**src/rtl/line_buffer_ctrl.sv**
```systemverilog
// Raster sequencer for two cascaded 1-bit line-buffer RAMs; assembles a binary
// 3x3 window with centre coordinates, two cycles after each accepted pixel.
module line_buffer_ctrl #(
    parameter int ImageWidth  = 640,
    parameter int ImageHeight = 480,
    localparam int AddrWidth  = $clog2(ImageWidth + 1),
    localparam int RowWidth   = $clog2(ImageHeight + 1)
) (
    input  logic                 Clock,
    input  logic                 Reset,
    input  logic                 PixelValid,
    input  logic                 PixelIn,
    input  logic                 FrameStart,
    output logic [AddrWidth-1:0] RamAddr,
    output logic                 RamWriteEnable,
    output logic                 RamDataIn,
    input  logic                 Row0Data,
    input  logic                 Row1Data,
    output logic [8:0]           Window,
    output logic                 WindowValid,
    output logic [AddrWidth-1:0] CenterCol,
    output logic [RowWidth-1:0]  CenterRow,
    output logic                 FrameDone
);

    logic [AddrWidth-1:0] ColCount;
    logic [RowWidth-1:0]  RowCount;
    logic                 PixReg;
    logic                 CapValid;
    logic [AddrWidth-1:0] CapCol;
    logic [RowWidth-1:0]  CapRow;

    logic [AddrWidth-1:0] pixCol;
    logic [RowWidth-1:0]  pixRow;
    logic [AddrWidth-1:0] nextCol;
    logic [RowWidth-1:0]  nextRow;

    // Coordinate of the pixel on the input this cycle; FrameStart forces (0,0).
    always_comb begin
        pixCol  = ColCount;
        pixRow  = RowCount;
        if (FrameStart) begin
            pixCol = '0;
            pixRow = '0;
        end
        nextCol = pixCol + AddrWidth'(1);
        nextRow = pixRow;
        if (pixCol == AddrWidth'(ImageWidth - 1)) begin
            nextCol = '0;
            if (pixRow == RowWidth'(ImageHeight - 1)) begin
                nextRow = '0;
            end else begin
                nextRow = pixRow + RowWidth'(1);
            end
        end
    end

    assign RamAddr        = (FrameStart && PixelValid) ? '0 : ColCount;
    assign RamWriteEnable = PixelValid;
    assign RamDataIn      = PixReg;

    // Acceptance stage: the RAMs latch address/WE on this edge.
    always_ff @(posedge Clock) begin
        if (Reset) begin
            ColCount <= '0;
            RowCount <= '0;
            PixReg   <= 1'b0;
            CapValid <= 1'b0;
            CapCol   <= '0;
            CapRow   <= '0;
        end else begin
            CapValid <= PixelValid;
            if (PixelValid) begin
                PixReg   <= PixelIn;
                CapCol   <= pixCol;
                CapRow   <= pixRow;
                ColCount <= nextCol;
                RowCount <= nextRow;
            end
        end
    end

    // Capture stage: taps are only valid in the cycle right after acceptance,
    // before the pending write lands on the same address.
    always_ff @(posedge Clock) begin
        if (Reset) begin
            Window      <= '0;
            WindowValid <= 1'b0;
            CenterCol   <= '0;
            CenterRow   <= '0;
            FrameDone   <= 1'b0;
        end else begin
            WindowValid <= CapValid && (CapCol >= AddrWidth'(2)) && (CapRow >= RowWidth'(2));
            FrameDone   <= CapValid && (CapCol == AddrWidth'(ImageWidth - 1))
                                    && (CapRow == RowWidth'(ImageHeight - 1));
            if (CapValid) begin
                Window    <= {Window[7:6], Row1Data,
                              Window[4:3], Row0Data,
                              Window[1:0], PixReg};
                CenterCol <= CapCol - AddrWidth'(1);
                CenterRow <= CapRow - RowWidth'(1);
            end
        end
    end

endmodule

```
**config.mk**
```make
export PLATFORM = sky130hd
export DESIGN_NAME = line_buffer_ctrl
export DESIGN_NICKNAME = d
export VERILOG_FILES = /design/src/rtl/line_buffer_ctrl.sv
export SDC_FILE = /design/constraint.sdc
export NUM_CORES = 1
export LEC_CHECK = 0
export ABC_CLOCK_PERIOD_IN_PS = 6100
export CAP_MARGIN = 10
export CORE_ASPECT_RATIO = 0.75
export CORE_MARGIN = 2
export CORE_UTILIZATION = 58
export DETAILED_ROUTE_END_ITERATION = 8
export PLACE_DENSITY = 0.85
export SLEW_MARGIN = 10
export SYNTH_ARGS = -nofsm -noshare
export SYNTH_HDL_FRONTEND = slang
export SYNTH_SLANG_ARGS = --single-unit
```
**constraint.sdc**
```tcl
create_clock -name Clock -period 6.1 [get_ports Clock]
set_input_delay 0.915 -clock Clock [delete_from_list [all_inputs] [get_ports Clock]]
set_output_delay 0.915 -clock Clock [all_outputs]
set_load 0.02 [all_outputs]
```
==> results.cfg <==
[run_status]
outcome = complete, no violations

[critical_path]
arrival_ns = 2.81
cpMostUsedCell = clkdlybuf4s50_1
cp.required_ns = 5.18
cp-start-kind = input port
critPathSlowestCell = clkdlybuf4s50_1
critPathBufInv = 3
path_cells = clkdlybuf4s50_1 > buf_4 > nand2_1 > and2_1 > clkdlybuf4s50_1
max_stage_delay_ns = 0.54
endpoint_kind = primary output
critPathMaxFanout = 34
path_delay_family = buffers and inverters
path_class = in2out

[floorplan]
die-area_um2 = 6500
die_h_um = 70.3
pin_count = 49
dieWidth_um = 92.4
fp.coreArea_um2 = 5740
rows = 24
start_util_pct = 59.3

[synth]
synthCells = 397
synth_edf_count = 0
ys_top_cells_by_count = dfxtp_1 (70), nor2_1 (64), nand2_1 (28)
synth_flop_cell = dfxtp_1
synth_top_area_share_pct = 41.2
synth_area_per_cell_um2 = 8.56
synth_fp_nets = 412
synthArstFlopShare_pct = 0
synth.most_common_cell = dfxtp_1
synth_area_leader_cell = dfxtp_1
yosysWarnings = 0
ys_ff_latch = 70
ys_seq_area_share_pct = 41.2
synth_area_leaders = dfxtp_1 (41%), nor2_1 (7.1%), mux2i_1 (5.6%), a21oi_1 (3.7%), a211oi_1 (3.5%)
yosysUniqueCellTypes = 50
synthesis.area_um2 = 3400

[cts]
cts_buffers = 9
cts.repair.resized = 0
hold_buffers = 0
cts_setup_buffers = 0
clock-sinks = 70
clockRootBuffer = clkbuf_8
cts_tree = built
cts_max_level = 3
clockBufferDepth = 2
clock_latency_ns = 0.35
cts.clk_slew.worst_paths_ns = 0.07

[timing]
min_period_over_period_pct = 61.1
relSlewSlack_pct = 38.8
setup-violations-final = 0
fmax_mhz = 268
finClkSkew_ns = 0.00446
worst_pin_slew_ns = 0.918
fin_setup_tns_ns = 0
rsz0062_at_grt = no
final-hold-violation-count = 0
min_period_ns = 3.73
drv_slew = 0

[drt]
detail-route-antenna-nets = 0
avgViaCountPerCell = 5.80
firstDrtPassIters = 5
drc = 0
via_count = 2976
routed_wl_mm = 7.41
routedWlPerCell_um = 14.4
drtIter0Drc = 280

[cells_and_area]
diodes = 0
design_area_um2 = 4080
area_growth_pct = 20.1
fin_nets = 445
fill_cells = 451
drive_gt1_share_pct = 8.05
layout.cells.non_filler = 513
postLayoutCoreUtil_pct = 71.2

[global_routing]
grt_use_total_pct = 23.8
grt_max_degree = 71
first_global_vias = 2706
antenna_found_initial = 0
grt_pass1_wl_mm = 12.5
overflow = 0

[placement]
gp_congestion = 0.845
placed_cell_area_um2 = 3870
dp.cells = 497
portBuffers = 48
dp_hpwl_mm = 4.74

[pwr]
power.total_uw = 974
ir_drop_mv = 0.159
p_leak_nw = 1.53
powerDensity_nw_per_um2 = 239

[flow_run]
maxCapViolations = 0

[min_path]
hold_class = reg2reg
registers in the layout, indices dropped and copies added (netlist names), 9 cells and up:
register,cells
CenterCol,10
ColCount,10
CapRow,9
RowCount,9
CenterRow,9
Window,9
CapCol,10
placed cells by master (no fill, tap or decap), types with 4 or more instances in the layout:
master,Yosys,routed
a211oi_1,16,16
a21oi_1,25,25
a31oi_1,6,6
and2_1,8,8
and3_1,4,4
clkbuf_8,0,10
clkdlybuf4s50_1,0,47
dfxtp_1,70,69
ha_1,8,8
inv_1,8,8
mux2i_1,19,19
nand2_1,28,28
nand2b_1,8,8
nand3_1,14,14
nand3b_1,4,4
nand4_1,7,7
nand4b_1,4,4
nor2_1,64,64
nor2b_1,7,7
nor3_1,5,5
o21ai_0,4,4
or3_1,6,6
xnor2_1,11,11
worst paths after layout:
kind | from | to | slack, ns | cells past startpoint
worst max-delay path | FrameStart | RamAddr[6] | 2.37 | 5
worst min-delay path | CenterCol[1] | CenterCol[1] | 0.48 | 2
worst max register to register | ColCount[0] | RowCount[5] | 3.77 | 6
worst min register to register | CenterCol[1] | CenterCol[1] | 0.48 | 2
where the power goes:
group	total, mW	internal, mW	switching, mW
Combinational	0.0856	0.0386	0.0470
Clock	0.407	0.240	0.167
Sequential	0.481	0.469	0.0122
tightest hold or removal path, stage by stage (launching register included):
cell and delay (ns):
dfxtp_1 0.31, nor2_1 0.08, a211oi_1 0.05
layer usage:
metal	track usage [%]	vias up	part of all wire, %
li1	-	1459	-
met1	30.8	1399	45
met2	37.6	109	46
met3	7.98	9	7.4
met4	7.46	0	1.1
met5	0	-	0
layout make-up:
type / count / area (um^2) / area share [%]
clock buffer: 12 / 145 / 3.56
inverter: 8 / 30.0 / 0.736
sequential: 70 / 1400 / 34.4
tap: 78 / 97.6 / 2.39
multi-input combinational: 290 / 1840 / 45.0
clock inverter: 4 / 70.1 / 1.72
timing repair buffer: 51 / 498 / 12.2
logic make-up (layout without fill, tap and decap cells):
kind of cell             Yosys count  in the layout  synth area share [%]
flip-flops                        70             70                  41.2
adder cells (fa/ha/maj)            8              8                  2.94
buffers and inverters             37             75                  4.71
multiplexers                      21             21                  6.26
AND/OR/NAND/NOR                  182            182                  28.7
AO/OA/AOI/OAI                     65             65                  12.5
XOR/XNOR                          14             14                  3.61
per-stage QoR:
step / setup WS, ns / hold slack, ns
6_report: 2.37 / 0.483
2_1_floorplan: 3.50 / 0.449
4_1_cts: 2.38 / 0.487
3_3_place_gp: 2.44 / 0.471
3_5_place_dp: 2.39 / 0.477
5_1_grt: 2.27 / 0.503
No activity file was read; power rests on OpenSTA's default activity.
